[src/rtl/hazard_ctrl.sv]
// hazard_ctrl -- pipeline hazard unit for a five-stage pipeline.
//
// Purpose:
//   Combinational operand forwarding for Execute and the Decode branch
//   comparator. Load-use and branch stall detection. Memory-wait stalls
//   driven by a small RUN/WAIT/ERR state machine with a timeout that
//   latches a sticky MemErr.
//
// Ports:
//   CLK, RST_N                    clock (rising edge), async active-low reset
//   RsD, RtD, RsE, RtE            source registers in Decode / Execute
//   WriteRegE/M/W, RegWriteE/M/W  destination register and write enable per stage
//   MemtoRegE, MemtoRegM          load in Execute / Memory
//   BranchD, PCSrcD               branch in Decode / branch taken
//   MemReqM, MemAckM              data-memory request / completion in Memory
//   StallF/D/E/M                  hold the matching pipeline register
//   FlushD, FlushE                clear the Decode / Execute register
//   BubbleW                       suppress write-back
//   ForwardAE/BE                  00 regfile, 01 WB result, 10 ALUOut_M
//   ForwardAD/BD                  Decode comparator takes ALUOut_M
//   MemErr                        sticky memory-timeout error (registered)
//   StallCnt, FlushCnt            performance counters (HAZARD_PERF_CNT_EN only)
//
// Configuration macro: HAZARD_PERF_CNT_EN adds the StallCnt/FlushCnt counters.
module hazard_ctrl #(
  parameter int MEM_TIMEOUT = 16,
  parameter int CNT_W       = 32
) (
  input  logic             CLK,
  input  logic             RST_N,
  input  logic [4:0]       RsD,
  input  logic [4:0]       RtD,
  input  logic [4:0]       RsE,
  input  logic [4:0]       RtE,
  input  logic [4:0]       WriteRegE,
  input  logic [4:0]       WriteRegM,
  input  logic [4:0]       WriteRegW,
  input  logic             RegWriteE,
  input  logic             RegWriteM,
  input  logic             RegWriteW,
  input  logic             MemtoRegE,
  input  logic             MemtoRegM,
  input  logic             BranchD,
  input  logic             PCSrcD,
  input  logic             MemReqM,
  input  logic             MemAckM,
  output logic             StallF,
  output logic             StallD,
  output logic             StallE,
  output logic             StallM,
  output logic             FlushD,
  output logic             FlushE,
  output logic             BubbleW,
  output logic [1:0]       ForwardAE,
  output logic [1:0]       ForwardBE,
  output logic             ForwardAD,
  output logic             ForwardBD,
`ifdef HAZARD_PERF_CNT_EN
  output logic [CNT_W-1:0] StallCnt,
  output logic [CNT_W-1:0] FlushCnt,
`endif
  output logic             MemErr
);

  // The wait counter only has to reach MEM_TIMEOUT-1 before leaving WAIT.
  localparam int WCNT_W = (MEM_TIMEOUT > 1) ? $clog2(MEM_TIMEOUT) : 1;
  localparam logic [WCNT_W-1:0] WAIT_LAST = WCNT_W'(MEM_TIMEOUT - 1);

  typedef enum logic [1:0] {
    RUN  = 2'd0,
    WAIT = 2'd1,
    ERR  = 2'd2
  } state_t;

  state_t            state_q, state_d;
  logic [WCNT_W-1:0] wait_cnt_q, wait_cnt_d;
  logic              mem_err_q, mem_err_d;
  logic              lwstall, brstall, memstall;

  // Forwarding: the Memory stage is younger than Write-back, so it wins.
  // Register 0 is hard-wired to zero and is never forwarded.
  always_comb begin
    ForwardAE = 2'b00;
    ForwardBE = 2'b00;
    if (RsE != 5'd0 && RegWriteM && WriteRegM == RsE)      ForwardAE = 2'b10;
    else if (RsE != 5'd0 && RegWriteW && WriteRegW == RsE) ForwardAE = 2'b01;
    if (RtE != 5'd0 && RegWriteM && WriteRegM == RtE)      ForwardBE = 2'b10;
    else if (RtE != 5'd0 && RegWriteW && WriteRegW == RtE) ForwardBE = 2'b01;
  end

  assign ForwardAD = (RsD != 5'd0) && RegWriteM && (WriteRegM == RsD);
  assign ForwardBD = (RtD != 5'd0) && RegWriteM && (WriteRegM == RtD);

  assign lwstall = MemtoRegE && ((RtE == RsD) || (RtE == RtD));
  assign brstall = BranchD &&
                   ((RegWriteE && ((WriteRegE == RsD) || (WriteRegE == RtD))) ||
                    (MemtoRegM && ((WriteRegM == RsD) || (WriteRegM == RtD))));

  // A request acknowledged in the same cycle never stalls; ERR stalls forever.
  assign memstall = (MemReqM && !MemAckM && state_q != ERR) || (state_q == ERR);

  // Memory-wait FSM. The counter restarts at zero on entry to WAIT and
  // freezes once ERR is reached; an ack in the last WAIT cycle still wins.
  always_comb begin
    state_d    = state_q;
    wait_cnt_d = wait_cnt_q;
    case (state_q)
      RUN: begin
        wait_cnt_d = '0;
        if (MemReqM && !MemAckM) state_d = WAIT;
      end
      WAIT: begin
        if (MemAckM) begin
          state_d    = RUN;
          wait_cnt_d = '0;
        end else if (wait_cnt_q == WAIT_LAST) begin
          state_d = ERR;
        end else begin
          wait_cnt_d = wait_cnt_q + 1'b1;
        end
      end
      ERR: begin
        state_d = ERR;
      end
      default: begin
        state_d    = RUN;
        wait_cnt_d = '0;
      end
    endcase
    // Sampling the registered state delays MemErr one cycle past ERR entry.
    mem_err_d = mem_err_q || (state_q == ERR);
  end

  always_ff @(posedge CLK or negedge RST_N) begin
    if (!RST_N) begin
      state_q    <= RUN;
      wait_cnt_q <= '0;
      mem_err_q  <= 1'b0;
    end else begin
      state_q    <= state_d;
      wait_cnt_q <= wait_cnt_d;
      mem_err_q  <= mem_err_d;
    end
  end

  assign MemErr = mem_err_q;

  // Stall/flush priority: memory wait, then load-use/branch, then taken branch.
  always_comb begin
    StallF  = 1'b0;
    StallD  = 1'b0;
    StallE  = 1'b0;
    StallM  = 1'b0;
    FlushD  = 1'b0;
    FlushE  = 1'b0;
    BubbleW = 1'b0;
    if (memstall) begin
      StallF  = 1'b1;
      StallD  = 1'b1;
      StallE  = 1'b1;
      StallM  = 1'b1;
      BubbleW = 1'b1;
    end else if (lwstall || brstall) begin
      StallF = 1'b1;
      StallD = 1'b1;
      FlushE = 1'b1;
    end else if (PCSrcD) begin
      FlushD = 1'b1;
    end
  end

`ifdef HAZARD_PERF_CNT_EN
  logic [CNT_W-1:0] stall_cnt_q, stall_cnt_d;
  logic [CNT_W-1:0] flush_cnt_q, flush_cnt_d;

  // Free-running event counters; they wrap naturally at 2^CNT_W.
  always_comb begin
    stall_cnt_d = stall_cnt_q;
    flush_cnt_d = flush_cnt_q;
    if (StallF)           stall_cnt_d = stall_cnt_q + CNT_W'(1);
    if (FlushD || FlushE) flush_cnt_d = flush_cnt_q + CNT_W'(1);
  end

  always_ff @(posedge CLK or negedge RST_N) begin
    if (!RST_N) begin
      stall_cnt_q <= '0;
      flush_cnt_q <= '0;
    end else begin
      stall_cnt_q <= stall_cnt_d;
      flush_cnt_q <= flush_cnt_d;
    end
  end

  assign StallCnt = stall_cnt_q;
  assign FlushCnt = flush_cnt_q;
`endif

endmodule

[config.mk]
export PLATFORM = sky130hd
export DESIGN_NAME = hazard_ctrl
export DESIGN_NICKNAME = d
export VERILOG_FILES = /design/src/rtl/hazard_ctrl.sv
export SDC_FILE = /design/constraint.sdc
export NUM_CORES = 1
export LEC_CHECK = 0
export ABC_CLOCK_PERIOD_IN_PS = 3600
export CAP_MARGIN = 20
export CORE_MARGIN = 3
export CORE_UTILIZATION = 36
export CTS_CLUSTER_DIAMETER = 30
export DETAILED_ROUTE_END_ITERATION = 8
export GPL_TIMING_DRIVEN = 0
export PLACE_DENSITY = 0.76
export SLEW_MARGIN = 30
export SYNTH_ARGS = -nofsm -noshare
export SYNTH_HDL_FRONTEND = slang
export SYNTH_SLANG_ARGS = --single-unit
export TNS_END_PERCENT = 100
[constraint.sdc]
create_clock -name CLK -period 3.6 [get_ports CLK]
set_input_delay 0.72 -clock CLK [delete_from_list [all_inputs] [get_ports CLK]]
set_output_delay 0.72 -clock CLK [all_outputs]
set_load 0.02 [all_outputs]
==> flow_summary.ini, run 1 <==
[sta]
final_hold_viol_count = 0
finalClockSkew_ps = 0.631
whs_ps = 471
fin_crit_sh = 0.956
slew_viol_final = 0
final.setup.tns_ps = 0
timing.fmax_mhz = 291
finalCriticalPeriod_ps = 3440
setup_viol = 0
rsz0062_at_grt = false
worst_slew_pin_slew_ps = 505
slew_headroom = 0.660
setup_slack_ps = 158

[grt]
grtUsageTotal = 0.192
grt_pass1_wl_um = 5230
grt_pass1_vias = 1136
grt_overflow_total = 0
grt_max_degree = 8
antenna_found_initial = 0

[detailed_routing]
via_count = 1143
detail_route.vias_per_cell = 5.17
detail_route.iter0.violations = 17
dr.pass1.iters = 4
routedWlPerCell_um = 15.2
routed_wl_um = 3360
ant_nets = 0
drcViolationCount = 0

[finish]
finish.utilization = 0.603
final_cells = 221
num_antenna_cells = 0
drive_above_1_share = 0.100
nets = 238
syn_to_final_growth_pct = 57.0
stdcell_area_mm2 = 0.00169
final_common_cell = clkdlybuf4s50_1
most-common-layout-cells = clkdlybuf4s50_1, xnor2_1, nand2_1

[power_and_ir_drop]
p_leak_nw = 0.688
power_density_mw_per_mm2 = 192
total_power_mw = 0.326
vdd_drop_max_v = 0.0000907

[hold_path]
hold_path_class = register to register
min-delay-start = MemErr$_DFF_PN0_
hold_end = MemErr$_DFF_PN0_
whs_path_depth = 1

[setup_path]
crit_path_end_kind = output port
critPathBufInv = 3
cp_slowest_stage_delay_ps = 520
start_kind = primary input
criticalPathCategory = primary input to output port
crit_arrival_ps = 2720
crit_path_top_delay_cell = clkdlybuf4s50_1
cp_data_required_time_ps = 2880
cp_top_family = buffers and inverters
cp_max_fo = 4
crit_top_cell = clkdlybuf4s50_1
crit_chain = clkdlybuf4s50_1, xnor2_1, nand4_1, o22ai_1, o31ai_2, nand2_1, buf_4, clkdlybuf4s50_1
r2r_end = state_q[0]$_DFFE_PN0P_
r2r_cells = 3
reg2reg_from = wait_cnt_q[0]$_DFFE_PN0P_
rrSetupSlack_ps = 2210
startpoint = RtD[0]

[clock_tree]
numClockSinks = 7
htree_num_levels = 1
clk_pin_slew_worst_paths_ps = 50
clock-root-buffer = clkbuf_4
cts.path.max_buffers = 2
holdBufCountCts = 0
clock_latency_ps = 260
cts_tree = yes
cts_buffers = 3
cts_setup_buffers = 0

[die]
start_util = 0.384
fp.dieW_um = 60.7
core_mm2 = 0.00281
pin_count = 60
die_area_mm2 = 0.00369
die_h_um = 60.7
rows = 19

[synth]
synth_cell_types = 32
synth-edff-count = 0
synthFlopType = dfrtp_1
synth_area_mm2 = 0.00108
async_flop_share = 1.00
ys_ff_latch = 7
syn_avg_cell_area_um2 = 8.17
synth.net_count = 179
syn-instance-count = 132
ys_seq_area_frac = 0.162
ys_warn_count = 0

[place]
place_inst = 217
place.gp.congestion = 0.790
pre_cts_slack_ps = -70.9
dpl.hpwl_um = 2900
io_buffers = 54
placed_area_mm2 = 0.00166

[run_status]
status = finished clean

[run]
drv_cap = 0
[how the worst max path moves through the flow]
stage	end	slack, ps	depth (start not counted)
CTS	StallF	40	8
global route	StallF	30	8
detailed placement	StallF	-70	8
global placement	StallF	-60	8
floorplan	ForwardAE[0]	650	4
finish	StallF	160	8
[timing repair]
| item | 4_1_cts | 5_1_grt |
|---|---|---|
| endpoints found under the setup margin | 4 | 2 |
| gates resized for setup | 11 | 6 |
| endpoints found under the hold margin | 0 | 0 |
[where the power goes]
group / switching [mW] / internal (mW) / total [mW]
Clock: 0.0332 / 0.0426 / 0.0758
Sequential: 0.00195 / 0.0803 / 0.0823
Combinational: 0.0760 / 0.0918 / 0.168
Total: 0.111 / 0.215 / 0.326
[cell type report]
class,count,area (µm²)
multi-input combinational,116,852
inverter,1,3.75
clock buffer,4,26.3
sequential,7,175
fill,273,1110
tap,31,38.8
timing repair buffer,54,543
buffer,8,53.8
[kinds of logic after synthesis]
kind of cell,Yosys count,synth area share
simple gates,48,0.253
fa+ha+maj,1,0.0116
xor+xnor,50,0.406
buf+inv,9,0.0534
compound gates,15,0.0940
mux,2,0.0197
flops,7,0.162
[per-layer routing]
layer,part of all wire,wire (µm),vias up,track usage
li1,-,-,572,-
met1,0.41,1380,539,0.224
met3,0.045,150,2,0.0255
met2,0.54,1810,30,0.362
met5,0,0,-,0
met4,0.0065,22,0,0.0557
[state kept, by name (all words and copies together) (netlist names)]
name / flops
state_q: 2
MemErr: 1
wait_cnt_q: 4
[synth_stat cells, types with 2 or more instances]
| library cell | count | share of area |
|---|---|---|
| xnor2_1 | 37 | 0.30 |
| nand2_1 | 14 | 0.049 |
| xor2_1 | 13 | 0.11 |
| dfrtp_1 | 7 | 0.16 |
| nand4_1 | 6 | 0.035 |
| nor2_1 | 6 | 0.021 |
| o21ai_0 | 6 | 0.028 |
| and3_1 | 4 | 0.023 |
| buf_2 | 4 | 0.019 |
| buf_4 | 3 | 0.021 |
| nand3_1 | 3 | 0.014 |
| nor4_1 | 3 | 0.017 |
| or4_1 | 3 | 0.021 |
| a21oi_1 | 2 | 0.0093 |
| nand2b_1 | 2 | 0.012 |
| nor4_2 | 2 | 0.023 |
| o22ai_1 | 2 | 0.012 |
Power figures use the tool's default switching activity.
==> run 2: changes to the inputs <==
- CORE_UTILIZATION: 36 -> 42
- MAX_ROUTING_LAYER: not set -> met4
- PLACE_DENSITY: 0.76 -> 0.86
==> run 2 against run 1 <==
  * Flip-flop and latch count is the same
  * Cell count down 1.4%
  * Non-clock buffer count unchanged
  * Critical endpoint is now StallD
==> flow_summary.ini, run 2 (synthesized netlist as in run 1, its figures left out) <==
[hold_path]
hold_end = state_q[0]$_DFFE_PN0P_
min-delay-start = state_q[1]$_DFFE_PN0P_
whs_path_depth = 1
hold_path_class = register to register

[finish]
num_antenna_cells = 0
most-common-layout-cells = clkdlybuf4s50_1, xnor2_1, nand2_1
largest_register_ff_count = 4
nets = 238
syn_to_final_growth_pct = 57.4
drive_above_1_share = 0.100
final_common_cell = clkdlybuf4s50_1
regMostFlops = wait_cnt_q
stdcell_area_mm2 = 0.00170
final_cells = 218

[setup_path]
start_kind = primary input
cp_top_family = buffers and inverters
cp_slowest_stage_delay_ps = 600
reg2reg_from = wait_cnt_q[0]$_DFFE_PN0P_
cp_data_required_time_ps = 2880
criticalPathCategory = primary input to output port
crit_chain = clkdlybuf4s50_1, xor2_1, nor4_2, and3_1, o31ai_4, nand2_1, clkdlybuf4s50_1
crit_top_cell = clkdlybuf4s50_1
cp_max_fo = 4
critPathBufInv = 2
r2r_cells = 3
r2r_end = state_q[0]$_DFFE_PN0P_
rrSetupSlack_ps = 2210
crit_arrival_ps = 2770
crit_path_end_kind = output port
crit_path_top_delay_cell = clkdlybuf4s50_1
startpoint = RtD[1]

[sta]
worst_slew_pin_slew_ps = 509
rsz0062_at_grt = false
setup_viol = 0
finalClockSkew_ps = 3.81
slew_headroom = 0.657
fin_crit_sh = 0.970
finalCriticalPeriod_ps = 3490
timing.fmax_mhz = 286
slew_viol_final = 0
final_hold_viol_count = 0

[detailed_routing]
ant_nets = 0
dr.pass1.iters = 4
routed_wl_um = 3420
drcViolationCount = 0
detail_route.iter0.violations = 21
detail_route.vias_per_cell = 5.33
via_count = 1163
routedWlPerCell_um = 15.7

[grt]
grt_max_degree = 8
grtUsageTotal = 0.223
grt_pass1_wl_um = 5480
grt_overflow_total = 0
grt_pass1_vias = 1194
antenna_found_initial = 0

[die]
start_util = 0.465
core_mm2 = 0.00232
die_area_mm2 = 0.00321
fp.dieW_um = 56.7
rows = 17
pin_count = 60
die_h_um = 56.7

[place]
dpl.hpwl_um = 2860
place.gp.congestion = 0.861
io_buffers = 54
place_inst = 214
placed_area_mm2 = 0.00165

[clock_tree]
numClockSinks = 7
clk_pin_slew_worst_paths_ps = 60
clock-root-buffer = clkbuf_4
cts_buffers = 3
cts.path.max_buffers = 2
cts_tree = yes
clock_latency_ps = 260
htree_num_levels = 1

[run]
drv_cap = 0

[power_and_ir_drop]
power_density_mw_per_mm2 = 195
vdd_drop_max_v = 0.000142
total_power_mw = 0.331
p_leak_nw = 0.679

[run_status]
status = finished clean
==> run 2: cell count changes in the layout (fill, tap and decap cells not counted) <==
| cell | change |
|---|---|
| dlymetal6s2s_1 | -2 |
| o31ai_2 | -1 |
| clkdlybuf4s50_1 | +6 |
| dlygate4sd2_1 | -4 |
| o31ai_4 | +1 |
==> run 2: worst reg2reg max path: cells and delay by family (launching register included) <==
family / cells / cell delay [ps]
compound gates: 1 / 390
flops: 1 / 410
fa+ha+maj: 1 / 250
simple gates: 1 / 210
==> run 2: worst max-delay path by stage <==
stage	endpoint	cells past startpoint
floorplan	ForwardAE[0]	4
global placement	StallF	8
detailed placement	StallF	8
CTS	StallF	8
global route	StallD	7
finish	StallD	7
==> run 2: cell type report <==
type / instances / area, µm²
inverters: 1 / 3.75
fillers: 184 / 621
well taps: 28 / 35.0
flip-flops and latches: 7 / 175
multi-input cells: 116 / 861
plain buffers: 8 / 53.8
clock buffers: 4 / 26.3
repair buffers: 54 / 543
==> run 2: repair_timing <==
item                                    4_1_cts  5_1_grt
pin swaps                                     0        1
setup buffers                                 0        0
hold buffers                                  0        0
endpoints found under the setup margin        5        3
gates resized for setup                       7        5
==> run 2: through the flow <==
stage	TNS, ps	utilization	setup slack, ps	hold WS (ps)
6_report	0	0.732	108	499
5_1_grt	0	0.732	21.3	549
4_1_cts	0	0.724	2.02	500
3_5_place_dp	-197	0.713	-81.1	455
3_3_place_gp	-64.8	0.713	-45.2	449
2_1_floorplan	0	-	653	424
==> run 2: routing by layer <==
layer,up-vias,global-route usage,wire length [µm]
met5,-,-,0
met4,0,0.0644,50
met3,7,0.0299,179
met2,45,0.422,1900
met1,537,0.237,1280
li1,574,-,-
==> run 2: report_power, final <==
part / internal (mW) / switching (mW)
combinational: 0.0939 / 0.0771
clock: 0.0427 / 0.0349
sequential: 0.0803 / 0.00201
==> run 3: changes to the inputs <==
- ABC_CLOCK_PERIOD_IN_PS: 3600 -> 4100
- PLACE_DENSITY: 0.86 -> 0.95
- clock period: 3.6 -> 4.1 ns (I/O delays scaled with it)
==> run 3 against run 2 <==
  * Die area is the same
  * Sequential share of layout area grew 0.11 points
  * Power shrank 12%
  * Critical path type unchanged
  * Highest routed layer unchanged
==> flow_summary.ini, run 3 (synthesized netlist as in run 1, its figures left out) <==
[power_and_ir_drop]
switching_share = 0.337
p_leak_nw = 0.615
seqPwrFrac = 0.250
vdd_drop_max_v = 0.000192
power_frac_comb = 0.528
internal-power_mw = 0.192
p_switching_mw = 0.0980
power_density_mw_per_mm2 = 173
clkPwrFrac = 0.222

[hold_path]
hold_path_class = register to register

[run_status]
status = finished clean

[setup_path]
crit_path_top_delay_cell = clkdlybuf4s50_1
crit_top_cell = clkdlybuf4s50_1
cp_max_fo = 4
criticalPathCategory = primary input to output port
crit_path_end_kind = output port
cp_top_family = buffers and inverters
crit_chain = clkdlybuf4s50_1, xor2_1, nor4_1, and3_1, o31ai_2, nand2_1, buf_4, clkdlybuf4s50_1
cp_slowest_stage_delay_ps = 580
crit_arrival_ps = 3040
critPathBufInv = 3
cp_data_required_time_ps = 3280
start_kind = primary input

[detailed_routing]
detail_route.iter0.violations = 34
dr.pass1.iters = 4
ant_nets = 0
routed_wl_um = 3720
via_count = 1250
detail_route.vias_per_cell = 5.73
drcViolationCount = 0
routedWlPerCell_um = 17.0

[finish]
most-common-layout-cells = clkdlybuf4s50_1, xnor2_1, nand2_1
drive_above_1_share = 0.0947
fillers = 158
num_antenna_cells = 0
final_common_cell = clkdlybuf4s50_1
regMostFlops = wait_cnt_q
stdcell_area_mm2 = 0.00168
syn_to_final_growth_pct = 55.8
nets = 238
final_cells = 218
largest_register_ff_count = 4

[grt]
use_met2 = 0.441
grtUsageTotal = 0.249
grtUsageMet3 = 0.0598
grt_max_degree = 8
use_met1 = 0.255
grt_pass1_vias = 1371
grt_overflow_total = 0
grt_pass1_wl_um = 6150
grt.busiest_layer = met2
antenna_found_initial = 0

[clock_tree]
clock-root-buffer = clkbuf_4
numClockSinks = 7
cts.path.max_buffers = 2
cts_buffers = 3
holdBufCountCts = 0
clk_pin_slew_worst_paths_ps = 60
cts_tree = yes
cts_resized = 0
htree_num_levels = 1
cts_setup_buffers = 0
clock_latency_ps = 260

[sta]
timing.fmax_mhz = 259
finalClockSkew_ps = 10.9
rsz0062_at_grt = false
final_hold_viol_count = 0
finalCriticalPeriod_ps = 3860
final.setup.tns_ps = 0
setup_viol = 0
slew_headroom = 0.668
fin_crit_sh = 0.941
slew_viol_final = 0
worst_slew_pin_slew_ps = 493

[place]
io_buffers = 54
place_inst = 214
dpl.hpwl_um = 3090
placed_area_mm2 = 0.00165
place.gp.congestion = 0.874

[die]
start_util = 0.465
pin_count = 60
die_h_um = 56.7
rows = 17
core_mm2 = 0.00232
fp.dieW_um = 56.7
die_area_mm2 = 0.00321

[run]
drv_cap = 0
## run 3: changes by cell type in the layout (fill, tap and decap cells not counted), sizes merged
cell and change:
clkdlybuf4s50 +10, dlygate4sd2 -6, dlymetal6s2s -4
## run 3: cell type report
class                      count  area, µm²  area share
multi-input combinational    116        846       0.503
timing repair buffer          54        541       0.322
sequential                     7        175       0.104
buffer                         8       53.8      0.0320
tap                           28       35.0      0.0208
clock buffer                   4       26.3      0.0156
inverter                       1       3.75     0.00223
## run 3: per-stage QoR
| step | utilization | power, mW | hold WS, ps | setup slack, ps |
|---|---|---|---|---|
| 4_1_cts | 0.725 | 0.290 | 504 | 269 |
| 3_5_place_dp | 0.713 | 0.225 | 490 | 269 |
| 2_1_floorplan | - | 0.147 | 453 | 953 |
| 6_report | 0.725 | 0.290 | 509 | 243 |
| 5_1_grt | 0.725 | 0.310 | 548 | 98.8 |
| 3_3_place_gp | 0.713 | 0.218 | 449 | 311 |
## run 3: path summary, 6_finish.rpt
path                                      startpoint                         to  slack, ps  depth (start not counted)
min                           state_q[1]$_DFFE_PN0P_     state_q[0]$_DFFE_PN0P_        510                          1
max reg2reg                wait_cnt_q[0]$_DFFE_PN0P_     state_q[0]$_DFFE_PN0P_       2710                          3
min reg2reg                   state_q[1]$_DFFE_PN0P_     state_q[0]$_DFFE_PN0P_        510                          1
max                                     WriteRegM[4]                     StallF        240                          8
max in group asynchronous                      RST_N  wait_cnt_q[1]$_DFFE_PN0P_       3020                          1
min in group asynchronous                      RST_N     state_q[0]$_DFFE_PN0P_        820                          1
## run 3: metal layers
layer	vias up	part of all wire
li1	577	-
met1	595	0.37
met2	63	0.53
met3	15	0.065
met4	0	0.031
met5	-	0
## run 3: power by group through the flow
stage / Clock (mW) / Combinational [mW] / Sequential, mW
floorplan: 0 / 0.0735 / 0.0731
global placement: 0 / 0.145 / 0.0733
detailed placement: 0 / 0.152 / 0.0735
CTS: 0.0651 / 0.153 / 0.0724
global route: 0.0727 / 0.164 / 0.0726
finish: 0.0645 / 0.153 / 0.0725
